==> src/rtl/proc_pkg.sv <==
`default_nettype none
// ============================================================================
//  Module   : proc_pkg
//  Purpose  : Shared types and constants for the single-cycle processor
//             slice and its self-test sequencer.
//  Revision : 1.0  initial release
// ============================================================================
package proc_pkg;

   // Default widths shared by the register file and instruction memory
   localparam int DATA_W = 32;
   localparam int REG_AW = 5;

   // Sequencer phase encoding
   typedef enum logic [2:0] {
      IDLE  = 3'd0,
      LOAD  = 3'd1,
      INIT  = 3'd2,
      RUN   = 3'd3,
      CHECK = 3'd4,
      DONE  = 3'd5
   } seq_state_t;

   // Table selectors presented to the stimulus tables
   localparam logic [1:0] TBL_PROG  = 2'd0;
   localparam logic [1:0] TBL_INIT  = 2'd1;
   localparam logic [1:0] TBL_CHECK = 2'd2;

endpackage
`default_nettype wire

==> src/rtl/seq_phase_counter.sv <==
`default_nettype none
// ============================================================================
//  Module   : seq_phase_counter
//  Purpose  : Loadable down-counter with terminal-count flag. Stops at zero
//             instead of wrapping.
//  Revision : 1.0  initial release
// ============================================================================
module seq_phase_counter #(
   parameter int WIDTH = 4
) (
   input  logic             i_clk,
   input  logic             i_reset,
   input  logic             i_load,
   input  logic [WIDTH-1:0] i_load_val,
   input  logic             i_en,
   output logic [WIDTH-1:0] o_count,
   output logic             o_tc
);

   logic [WIDTH-1:0] r_count;

   // Load has priority over counting; the count saturates at zero
   always_ff @(posedge i_clk) begin
      if (i_reset) begin
         r_count <= '0;
      end else if (i_load) begin
         r_count <= i_load_val;
      end else if (i_en && (r_count != '0)) begin
         r_count <= r_count - WIDTH'(1);
      end
   end

   assign o_count = r_count;
   assign o_tc    = (r_count == '0);

endmodule
`default_nettype wire

==> src/rtl/program_check_sequencer.sv <==
`default_nettype none
// ============================================================================
//  Module   : program_check_sequencer
//  Purpose  : Self-test sequencer: loads a program, preloads registers, runs
//             the core for a fixed budget, then compares registers and
//             reports pass/fail with the first mismatch.
//  Revision : 1.0  initial release
// ============================================================================
module program_check_sequencer
   import proc_pkg::*;
#(
   parameter int DATA_W      = proc_pkg::DATA_W,
   parameter int IMEM_AW     = 8,
   parameter int REG_AW      = proc_pkg::REG_AW,
   parameter int MAX_ENTRIES = 16,
   parameter int RUN_CYCLES  = 12,
   parameter int LEN_W       = $clog2(MAX_ENTRIES + 1)
) (
   input  logic               i_clk,
   input  logic               i_reset,
   input  logic               i_start,
   input  logic [LEN_W-1:0]   i_prog_len,
   input  logic [LEN_W-1:0]   i_init_len,
   input  logic [LEN_W-1:0]   i_chk_len,
   output logic [1:0]         o_tbl_sel,
   output logic [LEN_W-2:0]   o_tbl_idx,
   input  logic [REG_AW-1:0]  i_tbl_reg,
   input  logic [DATA_W-1:0]  i_tbl_data,
   output logic               o_imem_we,
   output logic [IMEM_AW-1:0] o_imem_addr,
   output logic [DATA_W-1:0]  o_imem_wdata,
   output logic               o_dbg_we,
   output logic [REG_AW-1:0]  o_dbg_addr,
   output logic [DATA_W-1:0]  o_dbg_wdata,
   input  logic [DATA_W-1:0]  i_dbg_rdata,
   output logic               o_cpu_reset,
   output logic               o_cpu_stall,
   output logic               o_busy,
   output logic               o_done,
   output logic               o_pass,
   output logic [LEN_W-2:0]   o_fail_idx,
   output logic [DATA_W-1:0]  o_fail_value
);

   localparam int c_idx_w = LEN_W - 1;
   localparam int c_run_w = (RUN_CYCLES > 1) ? $clog2(RUN_CYCLES) : 1;
   localparam int c_cnt_w = (c_idx_w > c_run_w) ? c_idx_w : c_run_w;

   seq_state_t          r_state;
   seq_state_t          w_next;
   logic [LEN_W-1:0]    r_prog_len, r_init_len, r_chk_len;
   logic [LEN_W-1:0]    w_sat_p, w_sat_i, w_sat_c;
   logic [c_cnt_w-1:0]  r_len_m1;
   logic [c_cnt_w-1:0]  w_ld_m1;
   logic [c_cnt_w-1:0]  w_cnt;
   logic [c_idx_w-1:0]  w_idx;
   logic                w_tc, w_cnt_ld, w_cnt_en, w_start, w_mismatch;
   logic                r_pass;
   logic [c_idx_w-1:0]  r_fail_idx;
   logic [DATA_W-1:0]   r_fail_value;

   assign w_sat_p = (i_prog_len > LEN_W'(MAX_ENTRIES)) ? LEN_W'(MAX_ENTRIES) : i_prog_len;
   assign w_sat_i = (i_init_len > LEN_W'(MAX_ENTRIES)) ? LEN_W'(MAX_ENTRIES) : i_init_len;
   assign w_sat_c = (i_chk_len  > LEN_W'(MAX_ENTRIES)) ? LEN_W'(MAX_ENTRIES) : i_chk_len;

   assign w_start    = i_start && ((r_state == IDLE) || (r_state == DONE));
   assign w_mismatch = (r_state == CHECK) && (i_dbg_rdata != i_tbl_data);

   // One counter serves entry indexing and the run budget: the phases never
   // overlap, and it is reloaded on every phase change.
   assign w_cnt_ld = (w_next != r_state);
   assign w_cnt_en = (r_state == LOAD) || (r_state == INIT) ||
                     (r_state == RUN)  || (r_state == CHECK);
   assign w_idx    = c_idx_w'(r_len_m1 - w_cnt);

   seq_phase_counter #(
      .WIDTH (c_cnt_w)
   ) u_phase_cnt (
      .i_clk      (i_clk),
      .i_reset    (i_reset),
      .i_load     (w_cnt_ld),
      .i_load_val (w_ld_m1),
      .i_en       (w_cnt_en),
      .o_count    (w_cnt),
      .o_tc       (w_tc)
   );

   // Reload value (length minus one) for the phase being entered
   always_comb begin
      w_ld_m1 = '0;
      case (w_next)
         LOAD:    w_ld_m1 = c_cnt_w'(w_sat_p) - c_cnt_w'(1);
         INIT:    w_ld_m1 = c_cnt_w'(w_start ? w_sat_i : r_init_len) - c_cnt_w'(1);
         RUN:     w_ld_m1 = c_cnt_w'(RUN_CYCLES - 1);
         CHECK:   w_ld_m1 = c_cnt_w'(r_chk_len) - c_cnt_w'(1);
         default: w_ld_m1 = '0;
      endcase
   end

   // State register
   always_ff @(posedge i_clk) begin
      if (i_reset) begin
         r_state <= IDLE;
      end else begin
         r_state <= w_next;
      end
   end

   // Next-state logic; empty phases are skipped without spending a cycle
   always_comb begin
      w_next = r_state;
      case (r_state)
         IDLE, DONE: begin
            if (i_start) begin
               if (w_sat_p != '0)      w_next = LOAD;
               else if (w_sat_i != '0) w_next = INIT;
               else                    w_next = RUN;
            end
         end
         LOAD:    if (w_tc) w_next = (r_init_len != '0) ? INIT : RUN;
         INIT:    if (w_tc) w_next = RUN;
         RUN:     if (w_tc) w_next = (r_chk_len != '0) ? CHECK : DONE;
         CHECK:   if (w_mismatch || w_tc) w_next = DONE;
         default: w_next = IDLE;
      endcase
   end

   // Latched lengths, index base and result capture
   always_ff @(posedge i_clk) begin
      if (i_reset) begin
         r_prog_len   <= '0;
         r_init_len   <= '0;
         r_chk_len    <= '0;
         r_len_m1     <= '0;
         r_pass       <= 1'b0;
         r_fail_idx   <= '0;
         r_fail_value <= '0;
      end else begin
         if (w_cnt_ld) begin
            r_len_m1 <= w_ld_m1;
         end
         if (w_start) begin
            r_prog_len   <= w_sat_p;
            r_init_len   <= w_sat_i;
            r_chk_len    <= w_sat_c;
            r_pass       <= 1'b0;
            r_fail_idx   <= '0;
            r_fail_value <= '0;
         end else if (r_state == CHECK) begin
            if (w_mismatch) begin
               r_fail_idx   <= w_idx;
               r_fail_value <= i_dbg_rdata;
            end else if (w_tc) begin
               r_pass <= 1'b1;
            end
         end else if ((r_state == RUN) && w_tc && (r_chk_len == '0)) begin
            r_pass <= 1'b1;
         end
      end
   end

   // Phase-decoded outputs; write enables are masked while reset is high
   always_comb begin
      o_tbl_sel    = TBL_PROG;
      o_tbl_idx    = '0;
      o_imem_we    = 1'b0;
      o_imem_addr  = '0;
      o_imem_wdata = '0;
      o_dbg_we     = 1'b0;
      o_dbg_addr   = '0;
      o_dbg_wdata  = '0;
      o_cpu_reset  = 1'b1;
      o_cpu_stall  = 1'b0;
      o_busy       = 1'b0;
      o_done       = 1'b0;
      case (r_state)
         LOAD: begin
            o_busy       = 1'b1;
            o_tbl_sel    = TBL_PROG;
            o_tbl_idx    = w_idx;
            o_imem_we    = !i_reset;
            o_imem_addr  = IMEM_AW'(w_idx);
            o_imem_wdata = i_tbl_data;
         end
         INIT: begin
            o_busy      = 1'b1;
            o_tbl_sel   = TBL_INIT;
            o_tbl_idx   = w_idx;
            o_dbg_we    = !i_reset;
            o_dbg_addr  = i_tbl_reg;
            o_dbg_wdata = i_tbl_data;
         end
         RUN: begin
            o_busy      = 1'b1;
            o_cpu_reset = 1'b0;
         end
         CHECK: begin
            o_busy      = 1'b1;
            o_tbl_sel   = TBL_CHECK;
            o_tbl_idx   = w_idx;
            o_dbg_addr  = i_tbl_reg;
            o_cpu_reset = 1'b0;
            o_cpu_stall = 1'b1;
         end
         DONE: begin
            o_done      = 1'b1;
            o_cpu_stall = 1'b1;
         end
         default: ;
      endcase
   end

   assign o_pass       = r_pass;
   assign o_fail_idx   = r_fail_idx;
   assign o_fail_value = r_fail_value;

endmodule
`default_nettype wire

==> config.mk <==
export PLATFORM = sky130hd
export DESIGN_NAME = program_check_sequencer
export DESIGN_NICKNAME = d
export VERILOG_FILES = /design/src/rtl/proc_pkg.sv /design/src/rtl/seq_phase_counter.sv /design/src/rtl/program_check_sequencer.sv
export SDC_FILE = /design/constraint.sdc
export NUM_CORES = 1
export LEC_CHECK = 0
export CAP_MARGIN = 20
export CORE_ASPECT_RATIO = 0.6
export CORE_UTILIZATION = 40
export CTS_BUF_LIST = sky130_fd_sc_hd__clkbuf_8
export DETAILED_ROUTE_END_ITERATION = 10
export GPL_ROUTABILITY_DRIVEN = 0
export GPL_TIMING_DRIVEN = 0
export PLACE_DENSITY = 0.88
export SYNTH_ARGS = -nofsm -noshare
export SYNTH_HDL_FRONTEND = slang
export SYNTH_SLANG_ARGS = --single-unit
export TNS_END_PERCENT = 30
==> constraint.sdc <==
create_clock -name i_clk -period 3.67 [get_ports i_clk]
set_clock_uncertainty 0.15 [all_clocks]
set_input_delay 0.734 -clock i_clk [delete_from_list [all_inputs] [get_ports i_clk]]
set_output_delay 0.734 -clock i_clk [all_outputs]
set_load 0.01 [all_outputs]
==> qor.yml <==
grt_pass1_wl_um: 21980
power_switching_share_pct: 42.49
ys_ff_latch: 58
ys_seq_area_share_pct: 30.69
cts_resized: 0
io_pins: 213
row_count: 27
hpwl_um: 11730
critical_path.max_stage_delay_ns: 0.62
first_iter_violations: 346
cp_max_fo: 10
setup_viol: 0
grt_max_degree: 11
area_growth_pct: 64.52
yosys-top-cells-area: "dfxtp_1 (31%), and2_1 (11%), mux2i_1 (9.5%)"
initial_utilization_pct: 41.18
internal-power_uw: 2099
grt_overflow_total: 0
ir_worst_vdd_v: 0.0004011
clock_latency_ns: 0.34
pwr-share-clk_pct: 13.2
timing.final.crit_share_pct: 96.82
sequentialPowerShare_pct: 20.5
final_nets: 769
setup_ws_ns: 0.1167
worstPathRequired_ns: 2.79
regArea_um2: 1161
critPathSlowestCell: "nor3b_2"
fin_util_pct: 67.74
ant_nets: 0
yosysWarnings: 0
critPathArrivalTime_ns: 2.67
dieArea_um2: 9865
yosysTopAreaCellShare_pct: 30.69
drive_above_1_share_pct: 7.658
fp.dieW_um: 127.6
synth_top_cell_by_area: "dfxtp_1"
synth-compound-area-share_pct: 12.00
relSlewSlack_pct: 51.30
cts_tree: "built"
yosysMostFrequentCell: "and2_1"
cts_root_buffer: "clkbuf_8"
crit_family: "buffers and inverters"
synth.mux.area_fraction_pct: 9.524
crit_buf_inv: 3
finalHoldViolCount: 0
synth-async-reset-ratio_pct: 0
fin_tns_setup_ns: 0
drcViolationCount: 0
synth-xor-area-share_pct: 9.226
synth-main-ff-cell: "dfxtp_1"
viasPerCell: 5.311
syn_area_per_cell_um2: 8.334
antenna_found_initial: 0
post-route-min-period_ns: 3.553
syn_area_um2: 3784
nFillCells: 747
post-place-ws_ns: -0.3201
multiInputGateArea_um2: 2474
synth_fa_ha_area_share_pct: 2.183
antenna_cells: 0
path_cells: "buf_6 -> nor3b_2 -> clkbuf_1 -> and2_1 -> clkdlybuf4s50_1"
cap_violations: 0
cts_buffer_depth: 2
cts_buffers: 9
start_kind: "register"
synth-simple-area-share_pct: 31.22
synth.distinct_cells: 62
cts_setup_buffers: 0
crit_path_end_kind: "output port"
path_clk_slew_ns: 0.06
hp-class: "register to register"
critical_path_class: "register to output port"
core_um2: 9189
comb_power_share_pct: 66.3
synth_top_family_by_area: "simple AND/OR/NAND/NOR gates"
max_slew.worst_pin.slew_ns: 0.7273
postSynthCellCount: 454
wl_per_cell_um: 18.05
synth_edf_count: 0
cts.htree.levels: 3
synth_commonest_cells: "and2_1 (66), nor2_1 (62), dfxtp_1 (58)"
max_freq_ghz: 0.2814
run_status: "completed"
switching_power_uw: 1551
first_pass_iters: 5
vias: 4297
wl_um: 14600
grt_pass1_vias: 4133
power.density_nw_per_um2: 586.3
p_leak_uw: 0.002544
cts_sinks: 58
die_h_um: 77.34
cts_hold_buf: 0
track_usage_pct: 29.53
io_buffers: 208
drv_slew: 0
-- routing by layer --
layer  vias up  share of wire [%]  track usage, %
met5         -                  0               0
met4         0                2.7           10.48
met3        36                8.9           9.931
met2       234                 45           45.30
met1      2042                 44           38.55
li1       1985                  -               -
-- state kept, by name (all words and copies together), names as in the netlist --
name and cells:
o_fail_idx 4, o_fail_value 32, o_pass 1, r_chk_len 5, r_init_len 5, r_len_m1 4, r_state 3, u_phase_cnt.o_count 4
-- through the flow --
stage / total power [uW] / area [um2] / std cells / hold slack, ns
finish: 3650 / 6225 / 809 / 0.3167
global route: 3884 / 6225 / 809 / 0.3355
CTS: 3626 / 6192 / 809 / 0.3159
detailed placement: 3128 / 6040 / 795 / 0.3046
global placement: 3060 / 6040 / 795 / 0.2959
floorplan: 2139 / 3795 / 457 / 0.2863
-- placed cells by master (no fill, tap or decap), types with 5 or more instances in the layout --
master           count
buf_2                7
clkbuf_1            13
nor3_1               7
dfxtp_1             58
xor2_1              33
ha_1                 5
nor2_1              62
a21oi_1             17
o21ai_0              9
buf_4                6
nor2b_1             10
clkdlybuf4s50_1    208
clkbuf_8            10
nand2_1             29
mux2i_1             36
and2_1              66
inv_1               11
xnor2_1              5
nand3b_1             7
-- power groups by stage --
stage / Combinational [uW] / Sequential, uW / Clock (uW)
after global routing: 2620 / 754 / 515
final: 2420 / 748 / 482
after floorplan: 1390 / 751 / 0
after CTS: 2390 / 747 / 487
after detailed placement: 2370 / 759 / 0
after global placement: 2300 / 755 / 0
-- layout make-up --
type / count / share of cell area [%]
well taps: 130 / 2.613
clock buffers: 10 / 2.211
inverters: 8 / 0.4824
flip-flops and latches: 58 / 18.65
clock inverters: 4 / 0.2412
repair buffers: 208 / 33.45
plain buffers: 29 / 2.613
multi-input cells: 362 / 39.74
-- kinds of logic (layout without fill, tap and decap cells) --
family	count (synthesis)	in the layout
AO/OA/AOI/OAI	59	59
XOR/XNOR	39	39
adder cells (fa/ha/maj)	6	6
buffers and inverters	37	259
flip-flops	58	58
multiplexers	36	36
other	1	4
AND/OR/NAND/NOR	218	218
-- tightest hold or removal path, cell delays in order, from the launching register on --
cell     delay (ns)
dfxtp_1        0.31
nand2_1        0.05
a21oi_1        0.06
-- final timing paths --
check / endpoint / depth (start not counted) / slack (ns) / start
setup / recovery: o_dbg_wdata[30] / 5 / 0.12 / r_state[1]
hold reg to reg: o_fail_idx[0] / 2 / 0.32 / o_fail_idx[0]
setup reg to reg: u_phase_cnt.o_count[1] / 12 / 0.42 / u_phase_cnt.o_count[1]
hold / removal: o_fail_idx[0] / 2 / 0.32 / o_fail_idx[0]
(Power assumes the default switching activity.)
